`src/rtl/bm_awgn_pkg.sv`:
```
// Shared constants for the Box-Muller AWGN front end: the taus88 recurrence
// constants, the minimum-value seed fixes and the seed word select encodings.
package bm_awgn_pkg;

    localparam logic [31:0] TausMask1 = 32'hFFFF_FFFE;
    localparam logic [31:0] TausMask2 = 32'hFFFF_FFF8;
    localparam logic [31:0] TausMask3 = 32'hFFFF_FFF0;

    // Shift amounts per component: masked left shift, feedback left shift, feedback right shift
    localparam int unsigned TausK1 = 12;
    localparam int unsigned TausQ1 = 13;
    localparam int unsigned TausS1 = 19;
    localparam int unsigned TausK2 = 4;
    localparam int unsigned TausQ2 = 2;
    localparam int unsigned TausS2 = 25;
    localparam int unsigned TausK3 = 17;
    localparam int unsigned TausQ3 = 3;
    localparam int unsigned TausS3 = 11;

    localparam logic [31:0] MinFix1 = 32'h0000_0002;
    localparam logic [31:0] MinFix2 = 32'h0000_0008;
    localparam logic [31:0] MinFix3 = 32'h0000_0010;

    typedef enum logic [2:0] {
        SelA1   = 3'd0,
        SelA2   = 3'd1,
        SelA3   = 3'd2,
        SelB1   = 3'd3,
        SelB2   = 3'd4,
        SelB3   = 3'd5,
        SelNop6 = 3'd6,
        SelNop7 = 3'd7
    } seed_sel_e;

    function automatic logic [31:0] taus_comp(input logic [31:0] s, input logic [31:0] mask,
                                              input int unsigned k, input int unsigned q,
                                              input int unsigned r);
        return ((s & mask) << k) ^ (((s << q) ^ s) >> r);
    endfunction

endpackage

```
`src/rtl/taus88_core.sv`:
```
// One taus88 generator: three state words, seed load port and a step enable.
// word_o is the output word of the step that would be taken this cycle.
module taus88_core
    import bm_awgn_pkg::*;
#(
    parameter logic [31:0] SEED1 = 32'h1234_5678,
    parameter logic [31:0] SEED2 = 32'h9ABC_DEF0,
    parameter logic [31:0] SEED3 = 32'h0F1E_2D3C
) (
    input  logic        clk,
    input  logic        rst_n,
    input  logic        step_i,
    input  logic        load_i,
    input  logic [1:0]  load_idx_i,
    input  logic [31:0] load_data_i,
    output logic [31:0] word_o
);

    logic [31:0] s1_q, s2_q, s3_q;
    logic [31:0] s1_d, s2_d, s3_d;
    logic [31:0] s1_n, s2_n, s3_n;

    assign s1_n   = taus_comp(s1_q, TausMask1, TausK1, TausQ1, TausS1);
    assign s2_n   = taus_comp(s2_q, TausMask2, TausK2, TausQ2, TausS2);
    assign s3_n   = taus_comp(s3_q, TausMask3, TausK3, TausQ3, TausS3);
    assign word_o = s1_n ^ s2_n ^ s3_n;

    always_comb begin
        s1_d = s1_q;
        s2_d = s2_q;
        s3_d = s3_q;
        if (load_i) begin
            case (load_idx_i)
                2'd0:    s1_d = load_data_i | MinFix1;
                2'd1:    s2_d = load_data_i | MinFix2;
                2'd2:    s3_d = load_data_i | MinFix3;
                default: ;
            endcase
        end else if (step_i) begin
            s1_d = s1_n;
            s2_d = s2_n;
            s3_d = s3_n;
        end
    end

    always_ff @(posedge clk or negedge rst_n) begin
        if (!rst_n) begin
            s1_q <= SEED1 | MinFix1;
            s2_q <= SEED2 | MinFix2;
            s3_q <= SEED3 | MinFix3;
        end else begin
            s1_q <= s1_d;
            s2_q <= s2_d;
            s3_q <= s3_d;
        end
    end

endmodule

```
`src/rtl/taus_urng48.sv`:
```
// Dual taus88 uniform source: 48-bit u0 for the LZD/log path and 16-bit u1
// for the sin/cos path, with a single-entry valid/ready output register.
module taus_urng48
    import bm_awgn_pkg::*;
#(
    parameter logic [31:0] SEED_A1 = 32'h1234_5678,
    parameter logic [31:0] SEED_A2 = 32'h9ABC_DEF0,
    parameter logic [31:0] SEED_A3 = 32'h0F1E_2D3C,
    parameter logic [31:0] SEED_B1 = 32'h8765_4321,
    parameter logic [31:0] SEED_B2 = 32'h1357_9BDF,
    parameter logic [31:0] SEED_B3 = 32'h2468_ACE0
) (
    input  logic        clk,
    input  logic        rst_n,
    input  logic        en,
    input  logic        seed_we,
    input  logic [2:0]  seed_sel,
    input  logic [31:0] seed_data,
    input  logic        out_ready,
    output logic        out_valid,
    output logic [47:0] u0,
    output logic [15:0] u1,
    output logic [31:0] sample_cnt
);

    logic        valid_q, valid_d;
    logic [47:0] u0_q, u0_d;
    logic [15:0] u1_q, u1_d;
    logic [31:0] cnt_q, cnt_d;
    logic        fire;
    logic        load_a, load_b;
    logic [1:0]  idx_a, idx_b;
    logic [31:0] word_a, word_b;
    seed_sel_e   sel;

    assign sel  = seed_sel_e'(seed_sel);
    assign fire = en & ~seed_we & (~valid_q | out_ready);

    always_comb begin
        load_a = 1'b0;
        load_b = 1'b0;
        idx_a  = 2'd0;
        idx_b  = 2'd0;
        case (sel)
            SelA1: begin load_a = seed_we; idx_a = 2'd0; end
            SelA2: begin load_a = seed_we; idx_a = 2'd1; end
            SelA3: begin load_a = seed_we; idx_a = 2'd2; end
            SelB1: begin load_b = seed_we; idx_b = 2'd0; end
            SelB2: begin load_b = seed_we; idx_b = 2'd1; end
            SelB3: begin load_b = seed_we; idx_b = 2'd2; end
            default: ;
        endcase
    end

    taus88_core #(
        .SEED1(SEED_A1),
        .SEED2(SEED_A2),
        .SEED3(SEED_A3)
    ) u_gen_a (
        .clk        (clk),
        .rst_n      (rst_n),
        .step_i     (fire),
        .load_i     (load_a),
        .load_idx_i (idx_a),
        .load_data_i(seed_data),
        .word_o     (word_a)
    );

    taus88_core #(
        .SEED1(SEED_B1),
        .SEED2(SEED_B2),
        .SEED3(SEED_B3)
    ) u_gen_b (
        .clk        (clk),
        .rst_n      (rst_n),
        .step_i     (fire),
        .load_i     (load_b),
        .load_idx_i (idx_b),
        .load_data_i(seed_data),
        .word_o     (word_b)
    );

    always_comb begin
        valid_d = valid_q;
        u0_d    = u0_q;
        u1_d    = u1_q;
        // A seed write still counts a handshake that happens in the same cycle
        cnt_d   = (valid_q & out_ready) ? cnt_q + 32'd1 : cnt_q;
        if (seed_we) begin
            valid_d = 1'b0;
        end else if (fire) begin
            valid_d = 1'b1;
            u0_d    = {word_a, word_b[31:16]};
            u1_d    = word_b[15:0];
        end else if (valid_q & out_ready) begin
            valid_d = 1'b0;
        end
    end

    always_ff @(posedge clk or negedge rst_n) begin
        if (!rst_n) begin
            valid_q <= 1'b0;
            u0_q    <= 48'd0;
            u1_q    <= 16'd0;
            cnt_q   <= 32'd0;
        end else begin
            valid_q <= valid_d;
            u0_q    <= u0_d;
            u1_q    <= u1_d;
            cnt_q   <= cnt_d;
        end
    end

    assign out_valid  = valid_q;
    assign u0         = u0_q;
    assign u1         = u1_q;
    assign sample_cnt = cnt_q;

endmodule

```
`config.mk`:
```
export PLATFORM = sky130hd
export DESIGN_NAME = taus_urng48
export DESIGN_NICKNAME = d
export VERILOG_FILES = /design/src/rtl/bm_awgn_pkg.sv /design/src/rtl/taus88_core.sv /design/src/rtl/taus_urng48.sv
export SDC_FILE = /design/constraint.sdc
export NUM_CORES = 1
export LEC_CHECK = 0
export BUFFER_PORTS_ARGS = -buffer_cell sky130_fd_sc_hd__buf_4
export CAP_MARGIN = 20
export CELL_PAD_IN_SITES_DETAIL_PLACEMENT = 0
export CELL_PAD_IN_SITES_GLOBAL_PLACEMENT = 1
export CORE_ASPECT_RATIO = 0.5
export CORE_UTILIZATION = 42
export DETAILED_ROUTE_END_ITERATION = 12
export HOLD_SLACK_MARGIN = 0.12
export PLACE_DENSITY_LB_ADDON = 0.1
export RECOVER_POWER = 50
export SYNTH_ARGS = -nofsm -noshare
export SYNTH_HDL_FRONTEND = slang
export SYNTH_SLANG_ARGS = --single-unit
```
`constraint.sdc`:
```
create_clock -name clk -period 1.6 [get_ports clk]
set_input_delay 0 -clock clk [delete_from_list [all_inputs] [get_ports clk]]
set_output_delay 0 -clock clk [all_outputs]
set_load 0.01 [all_outputs]
```
==> results of run 1 <==
[critical path, delay by kind of cell (launching register included)]
family	cells	cell delay (ns)
buf+inv	3	0.37
compound gates	1	0.14
flops	1	0.39
simple gates	4	0.73
[through the flow]
stage,util,instances
6_report,0.577,2125
3_3_place_gp,0.499,1992
3_5_place_dp,0.499,1992
5_1_grt,0.577,2125
2_1_floorplan,-,1409
4_1_cts,0.548,2097
[where the power goes]
| part | total, W | internal (W) | leakage (nW) | switching (W) |
|---|---|---|---|---|
| clock network | 0.00620 | 0.00340 | 0.412 | 0.00280 |
| logic | 0.0140 | 0.00647 | 4.42 | 0.00756 |
| registers | 0.0127 | 0.00995 | 3.22 | 0.00270 |
| total | 0.0329 | 0.0198 | 8.05 | 0.0131 |
[placed cells by master (no fill, tap or decap), types with 18 or more instances in the layout]
cell and n:
nand2_1 228, dfrtp_1 179, xnor2_1 165, buf_4 138, o21ai_1 95, dfstp_2 91, clkbuf_1 76, xor2_1 75
nor2_1 66, o21ai_0 63, a21oi_1 58, a31oi_1 44, dlygate4sd3_1 44, clkbuf_16 43, nand2_2 35, buf_6 23
buf_12 23, o21ai_2 22, mux2i_1 22, and2_1 21, nor2_2 18
[cell type report]
class	count	area share
Clock inverter	9	0.00294
Multi-Input combinational cell	1041	0.375
Clock buffer	40	0.0429
Sequential cell	273	0.380
Inverter	2	0.000411
Tap cell	432	0.0296
Timing Repair Buffer	328	0.169
[path summary, 6_finish.rpt]
| kind | start | end | depth (start not counted) |
|---|---|---|---|
| max | out_valid | u_gen_b.s1_q[16] | 8 |
| min | seed_we | out_valid | 3 |
| max reg2reg | out_valid | u_gen_b.s1_q[16] | 8 |
| min reg2reg | sample_cnt[31] | sample_cnt[31] | 1 |
| max in group asynchronous | rst_n | u_gen_a.s1_q[10] | 4 |
| min in group asynchronous | rst_n | u1[15] | 3 |
[per-layer routing]
layer  routed length [µm]  part of all wire  up-vias  GRT usage
li1                     -                 -     5245          -
met1                21500              0.46     5719      0.383
met2                21700              0.46      349      0.434
met3                 2300             0.049       84     0.0396
met4                 1500             0.032        0     0.0775
met5                    0                 0        -          0
[kinds of logic after synthesis]
logic type	Yosys count
flip-flops	273
buffers and inverters	95
adder cells (fa/ha/maj)	1
AO/OA/AOI/OAI	344
multiplexers	26
XOR/XNOR	240
AND/OR/NAND/NOR	430
[sequential cells by signal (all words and copies together), names as in the netlist]
| name | count |
|---|---|
| sample_cnt | 32 |
| u_gen_a.s2_q | 29 |
| u_gen_b.s1_q | 31 |
| u1 | 16 |
| u_gen_b.s2_q | 29 |
| u0 | 48 |
| u_gen_b.s3_q | 28 |
| out_valid | 1 |
| u_gen_a.s3_q | 28 |
| u_gen_a.s1_q | 31 |
[timing repair]
action	in CTS	in global routing
setup buffers	8	10
gates cloned	4	19
hold endpoints to repair	457	0
resized for setup	37	237
pin swaps	11	34
setup endpoints to repair	71	162
hold buffers	44	0
==> flow_summary_export.csv, run 1 <==
group,metric,value,unit
status,status,"finished with violations",
status,violations,"setup timing",
floorplanning,num_rows,46,
floorplanning,die_w,256,µm
global_route,grt_pass1_wl,67.2,mm
sta,final-setup-viol-count,71,
yosys,avgSynthCellArea,9.60,µm²
layout,area.sequential,0.00695,mm²
detailed_routing,drtIter0Drc,827,
global_route,antenna_found_initial,0,
critical_path,required,2.07,ns
clock_network,clock_latency,0.55,ns
yosys,synthArstFlopShare,1.00,
job,maxCapViolations,0,
sta,finalHoldWorstSlack,0.300,ns
yosys,synth_common_cells,"nand2_1, dfrtp_1, o21ai_0",
clock_network,clk_pin_slew_worst_paths,0.06,ns
yosys,synthAdderAreaFrac,0.000925,
placed_design,dpl-instance-area,0.0158,mm²
yosys,synth_mux_area_frac,0.0196,
yosys,synth_seq_cells,273,
clock_network,cts_sinks,273,
yosys,yosysTopAreaCellShare,0.337,
critical_path,rrSetupSlack,-0.09,ns
floorplanning,io_pins,137,
detailed_routing,vias_per_cell,5.36,
sta,relSlewSlack,0.560,
placed_design,gp_congestion,0.868,
sta,finalHoldViolCount,0,
global_route,grt-ovfl-total,0,
critical_path,crit_chain,"nor2b_4 > or3b_4 > nand2_4 > buf_12 > buf_12 > buf_6 > nor2_2 > a31oi_1",
floorplanning,die_h,129,µm
layout,drive_gt1_frac,0.295,
sta,maxSlewViolCount,0,
layout,synthToLayoutAreaGrowth,35.1,%
yosys,syn_area,0.0135,mm²
worst_hold_path,hp-class,"in2reg",
layout,n_antenna_cell,0,
global_route,grt_pass1_vias,10900,
yosys,synth_edf_count,0,
yosys,synth_ff_type,"dfrtp_1",
clock_network,clockBufferDepth,3,
power_and_ir_drop,powerDensity,1800,mW/mm²
yosys,ys_seq_area_frac,0.513,
placed_design,port_buffers,134,
critical_path,worstSetupPathType,"reg2reg",
power_and_ir_drop,peakVddDrop,0.000832,V
critical_path,cp-start-kind,"flip-flop",
layout,design_area,0.0183,mm²
floorplanning,die-area,0.0330,mm²
clock_network,cts_buffers,27,
sta,tightest_slew,0.660,ns
detailed_routing,wl,47.0,mm
critical_path,worstSetupEndpointType,"flip-flop",
yosys,post_synth_num_cell_types,45,
floorplanning,core-area,0.0317,mm²
critical_path,slowest_delay,0.44,ns
yosys,yosysMostFrequentCell,"nand2_1",
critical_path,slowest_stage,"or3b_4",
yosys,netlist_instances,1409,
sta,setup_slack,-0.0895,ns
sta,max_freq,592,MHz
sta,finalCriticalPeriod,1.69,ns
clock_network,clock-root-buffer,"clkbuf_16",
yosys,syn-num-nets,1450,
detailed_routing,drc,0,
detailed_routing,ant_nets,0,
detailed_routing,wl_per_cell,22.1,µm
global_route,grt_max_degree,70,
critical_path,cp_common_cell,"buf_12",
yosys,yosys.area.top_type,"dfrtp_1",
sta,setup-tns-final,-2.03,ns
detailed_routing,firstDrtPassIters,5,
power_and_ir_drop,p_leak,8.05,nW
yosys,synth_top_family_by_area,"XOR/XNOR gates",
clock_network,h-tree-depth,1,
placed_design,dp_hpwl,31.8,mm
yosys,ys_top_cells_by_area,"dfrtp_1, dfstp_2, xnor2_1",
power_and_ir_drop,power.total,0.0329,W
floorplanning,start_util,0.427,
global_route,grt_usage,0.270,
critical_path,cp.arrival,2.16,ns
yosys,yosys.area_share.simple,0.135,
placed_design,pre_cts_slack,-0.108,ns
yosys,synth_xor_area_frac,0.155,
detailed_routing,num_vias,11400,
sta,rsz0062_at_grt,"true",
yosys,synth_warnings,0,
critical_path,critPathMaxFanout,7,
clock_network,cts_tree,"yes",
layout,nets,1714,
sta,post-route-period-util,1.06,
yosys,synth-compound-area-share,0.143,
sta,skew,0.00986,ns
layout,fill_cells,2812,
layout,multi_input_area,0.00685,mm²
(Power assumes the default switching activity.)
==> run 2: changes to the inputs <==
REMOVE_ABC_BUFFERS = 1   (was default)
==> run 2 against run 1 <==
Against the previous run: the run still ends with setup timing left; critical path depth down 1; routed wire length down 11%; first-iteration DRC count up 5.6%; worst setup slack better by 0.040 ns; register-to-register slack better by 0.04 ns; combinational power down 4%; core utilization down 1.3 points; highest routed layer unchanged.
==> flow_summary_export.csv, run 2 (synthesized netlist as in run 1, its figures left out) <==
group,metric,value,unit
status,status,"finished with violations",
status,violations,"setup timing",
clock_network,cts_sinks,273,
critical_path,crit_end,"u_gen_b.s1_q[25]",
critical_path,critPathLaunch,"out_valid",
layout,multi_input_area,0.00648,mm²
detailed_routing,wl_per_cell,19.8,µm
layout,synthToLayoutAreaGrowth,32.0,%
critical_path,critPathMaxFanout,7,
layout,final_cell_mix,"nand2_1, buf_4, dfrtp_1, xnor2_1, o21ai_0",
placed_design,port_buffers,134,
job,maxCapViolations,0,
detailed_routing,wl,42.0,mm
clock_network,h-tree-depth,1,
sta,max_freq,606,MHz
clock_network,cts_buffers,27,
sta,post-route-period-util,1.03,
placed_design,dp_hpwl,29.6,mm
power_and_ir_drop,peakVddDrop,0.000861,V
worst_hold_path,hp-class,"in2reg",
global_route,antenna_found_initial,1,
global_route,grt_usage,0.253,
clock_network,clockBufferDepth,3,
floorplanning,die-area,0.0330,mm²
critical_path,regToRegEndpoint,"u_gen_b.s1_q[25]",
global_route,grt_pass1_vias,10800,
sta,final-setup-viol-count,22,
floorplanning,die_w,256,µm
critical_path,required,2.09,ns
clock_network,clock-root-buffer,"clkbuf_16",
sta,setup_slack,-0.0498,ns
sta,skew,0.00952,ns
sta,rsz0062_at_grt,"true",
layout,finalNonFillerCells,2121,
layout,final_common_cell,"nand2_1",
global_route,grt-ovfl-total,0,
detailed_routing,ant_nets,0,
layout,area.sequential,0.00695,mm²
floorplanning,start_util,0.427,
sta,finalHoldViolCount,0,
global_route,grt_max_degree,84,
placed_design,gp_congestion,0.860,
floorplanning,core-area,0.0317,mm²
clock_network,clock_latency,0.56,ns
power_and_ir_drop,powerDensity,1820,mW/mm²
layout,n_antenna_cell,0,
detailed_routing,drc,0,
critical_path,r2r-start,"out_valid",
detailed_routing,num_vias,11000,
critical_path,worstSetupPathType,"reg2reg",
layout,nets,1709,
critical_path,reg2reg_depth,7,
sta,finalCriticalPeriod,1.65,ns
power_and_ir_drop,p_leak,8.10,nW
layout,final_core_util,0.564,
placed_design,dpl.cell_count,2003,
layout,design_area,0.0179,mm²
worst_hold_path,hp-start,"seed_data[2]",
sta,tightest_slew,0.709,ns
clock_network,clk_pin_slew_worst_paths,0.07,ns
sta,finalHoldWorstSlack,0.309,ns
sta,relSlewSlack,0.527,
sta,maxSlewViolCount,0,
floorplanning,num_rows,46,
detailed_routing,firstDrtPassIters,5,
critical_path,cp-start-kind,"flip-flop",
floorplanning,io_pins,137,
layout,largest_reg_flops,48,
clock_network,cts_tree,"yes",
critical_path,rrSetupSlack,-0.05,ns
critical_path,cp.arrival,2.14,ns
detailed_routing,drtIter0Drc,873,
detailed_routing,vias_per_cell,5.16,
global_route,grt_pass1_wl,64.3,mm
layout,fill_cells,2860,
floorplanning,die_h,129,µm
layout,drive_gt1_frac,0.291,
placed_design,dpl-instance-area,0.0158,mm²
critical_path,worstSetupEndpointType,"flip-flop",
run 2: worst min-delay path by stage:
| stage | endpoint | slack [ns] | depth (start not counted) |
|---|---|---|---|
| floorplan | out_valid | -0.30 | 0 |
| global placement | u0[1] | -0.11 | 1 |
| detailed placement | u1[13] | -0.10 | 1 |
| CTS | out_valid | 0.28 | 3 |
| global route | out_valid | 0.31 | 3 |
| finish | u_gen_b.s1_q[2] | 0.31 | 4 |
run 2: final cells by class:
class | instances | area share
multi-input cells | 1041 | 0.363
inverters | 2 | 0.000420
flip-flops and latches | 273 | 0.389
well taps | 432 | 0.0303
clock inverters | 13 | 0.00806
repair buffers | 323 | 0.168
clock buffers | 37 | 0.0411
run 2: worst max-delay path, stage by stage, from the launching register on:
cell     delay [ns]
dfrtp_1        0.38
nor2b_4        0.14
or3b_4         0.44
nand2_4        0.12
buf_12         0.16
buf_12         0.15
nor2_2         0.04
a31oi_1        0.14
run 2: stage by stage:
step | power, W | TNS, ns | setup slack (ns)
after floorplan | 0.0199 | -377.01 | -2.76
after global placement | 0.0252 | -2.71 | -0.119
after detailed placement | 0.0254 | -7.09 | -0.169
after CTS | 0.0323 | -1.10 | -0.0665
after global routing | 0.0345 | -3.46 | -0.111
final | 0.0325 | -0.517 | -0.0498
run 2: where the power goes:
group          internal [W]  leakage [nW]  switching (W)  total, W
Combinational       0.00675          4.44        0.00679    0.0135
Clock               0.00370         0.439        0.00285   0.00655
Sequential          0.00994          3.22        0.00246    0.0124
run 2: routing by layer:
metal  up-vias  GRT usage  part of all wire
li1       5234          -                 -
met2       260      0.407              0.45
met5         -          0                 0
met1      5416      0.364              0.48
met4         0     0.0465             0.015
met3        41     0.0428             0.052
run 2: what timing repair did:
action,in CTS,in global routing
hold endpoints to repair,461,0
setup endpoints to repair,167,146
cloned,3,5
setup buffers,8,10
gates resized for setup,71,78
pin swaps,18,27
hold buffers,43,0
==> run 3: changes to the inputs <==
==> constraint.sdc (replaced) <==
create_clock -name clk -period 1.6 [get_ports clk]
set_input_delay 0.08 -clock clk [delete_from_list [all_inputs] [get_ports clk]]
set_output_delay 0.08 -clock clk [all_outputs]
set_load 0.01 [all_outputs]
==> run 3 against run 2 <==
Against the previous run: the run still ends with setup timing left; worst setup slack lost 0.0021 ns; routed wire length grew 0.49%; global-route usage is 0.40 points lower; critical endpoint is now u0[39]; largest power group unchanged.
==> flow_summary_export.csv, run 3 (synthesized netlist as in run 1, its figures left out) <==
group,metric,value,unit
status,status,"finished with violations",
status,violations,"setup timing",
job,maxCapViolations,0,
placed_design,port_buffers,134,
layout,nets,1703,
worst_hold_path,hp-class,"in2reg",
sta,finalHoldViolCount,0,
floorplanning,core-area,0.0317,mm²
clock_network,cts_buffers,27,
detailed_routing,vias_per_cell,5.18,
clock_network,clockBufferDepth,3,
power_and_ir_drop,peakVddDrop,0.000898,V
layout,fill_cells,2848,
critical_path,required,2.03,ns
floorplanning,die_w,256,µm
power_and_ir_drop,power.total,0.0321,W
detailed_routing,drc,0,
sta,post-route-period-util,1.03,
clock_network,clk_pin_slew_worst_paths,0.07,ns
critical_path,cp.arrival,2.08,ns
global_route,grt_max_degree,73,
sta,skew,0.0149,ns
floorplanning,num_rows,46,
floorplanning,die_h,129,µm
floorplanning,die-area,0.0330,mm²
critical_path,crit_chain,"nor2b_4 > or3b_4 > buf_6 > buf_4 > nand2_1 > o21ai_0",
layout,largest_reg_flops,48,
global_route,grt_usage,0.249,
layout,design_area,0.0177,mm²
detailed_routing,num_vias,10900,
global_route,grt_pass1_vias,10500,
layout,final_core_util,0.559,
sta,final-setup-viol-count,34,
floorplanning,io_pins,137,
clock_network,h-tree-depth,1,
sta,finalCriticalPeriod,1.65,ns
layout,drive_gt1_frac,0.282,
layout,n_antenna_cell,0,
power_and_ir_drop,p_leak,8.07,nW
clock_network,cts_sinks,273,
detailed_routing,wl,42.2,mm
sta,rsz0062_at_grt,"true",
global_route,grt-ovfl-total,0,
detailed_routing,wl_per_cell,19.9,µm
sta,max_freq,605,MHz
clock_network,clock_latency,0.55,ns
power_and_ir_drop,powerDensity,1810,mW/mm²
sta,maxSlewViolCount,0,
clock_network,clock-root-buffer,"clkbuf_16",
global_route,antenna_found_initial,0,
critical_path,worstSetupEndpointType,"flip-flop",
sta,relSlewSlack,0.127,
layout,synthToLayoutAreaGrowth,30.8,%
sta,tightest_slew,1.31,ns
clock_network,cts_tree,"yes",
detailed_routing,ant_nets,0,
floorplanning,start_util,0.427,
layout,final_common_cell,"nand2_1",
critical_path,slowest_stage,"or3b_4",
critical_path,slowest_delay,0.43,ns
critical_path,cp-start-kind,"flip-flop",
placed_design,gp_congestion,0.858,
detailed_routing,firstDrtPassIters,5,
critical_path,worstSetupPathType,"reg2reg",
layout,final_cell_mix,"nand2_1, buf_4, dfrtp_1, xnor2_1, o21ai_0",
detailed_routing,drtIter0Drc,1043,
placed_design,dpl-instance-area,0.0159,mm²
clock_network,postCtsHoldBufs,38,
sta,setup_slack,-0.0519,ns
global_route,grt_pass1_wl,63.1,mm
placed_design,dp_hpwl,29.9,mm
critical_path,critPathMaxFanout,29,
[run 3: cell types whose count changed in the layout (fill, tap and decap cells not counted), moves of 4 or more]
cell,before,now
clkbuf_1,10,4
nor2_1,71,82
dlygate4sd3_1,43,37
nand2_1,263,267
buf_4,233,229
o21ai_0,133,142
o21ai_1,32,27
clkinv_2,9,13
nand2_2,8,3
buf_6,8,12
nor2_2,14,6
[run 3: worst max-delay path, delay by kind of cell, from the launching register on]
family          cells  cell delay, ns
compound gates      1            0.07
flops               1            0.40
buf+inv             2            0.40
simple gates        3            0.65
[run 3: area by class of cell]
cell class,count,area [µm²],area share
clock buffers,33,718,0.0406
flip-flops and latches,273,6950,0.393
inverters,2,7.51,0.000424
repair buffers,317,2960,0.167
clock inverters,16,136,0.00771
well taps,432,541,0.0306
multi-input cells,1041,6390,0.361
[run 3: worst paths after layout]
path / slack, ns / end / startpoint / cells past startpoint
max reg2reg: -0.05 / u0[39] / out_valid / 6
max: -0.05 / u0[39] / out_valid / 6
min: 0.05 / sample_cnt[1] / out_ready / 4
max in group asynchronous: 0.12 / u_gen_b.s2_q[14] / rst_n / 3
min in group asynchronous: 0.18 / u_gen_b.s2_q[8] / rst_n / 2
min reg2reg: 0.46 / sample_cnt[31] / sample_cnt[31] / 1
[run 3: what timing repair did]
item | 4_1_cts | 5_1_grt
setup endpoints to repair | 165 | 162
gates cloned | 1 | 9
setup buffers | 2 | 14
resized for setup | 28 | 76
endpoints found under the hold margin | 444 | 1
pin swaps | 8 | 18
[run 3: power by group]
part           switching [W]  total [W]  internal [W]
sequential           0.00247     0.0124       0.00994
clock                0.00285    0.00637       0.00352
combinational        0.00668     0.0133       0.00664
total                 0.0120     0.0321        0.0201
[run 3: routing by layer]
layer	up-vias	global-route usage	wire length, µm
li1	5222	-	-
met1	5386	0.365	20000
met2	285	0.391	18800
met3	56	0.0378	2340
met4	0	0.0564	1020
met5	-	0	0
[run 3: metrics by stage]
step           hold WS, ns  cells  worst slack [ns]  TNS [ns]
6_report            0.0516   2114           -0.0519    -0.845
5_1_grt             0.0570   2114            -0.138    -10.71
4_1_cts             0.0133   2093           -0.0318    -0.354
3_5_place_dp      -0.00238   2003            -0.173     -8.19
3_3_place_gp      -0.00392   2003            -0.127     -3.12
2_1_floorplan       -0.216   1316             -2.76   -381.81
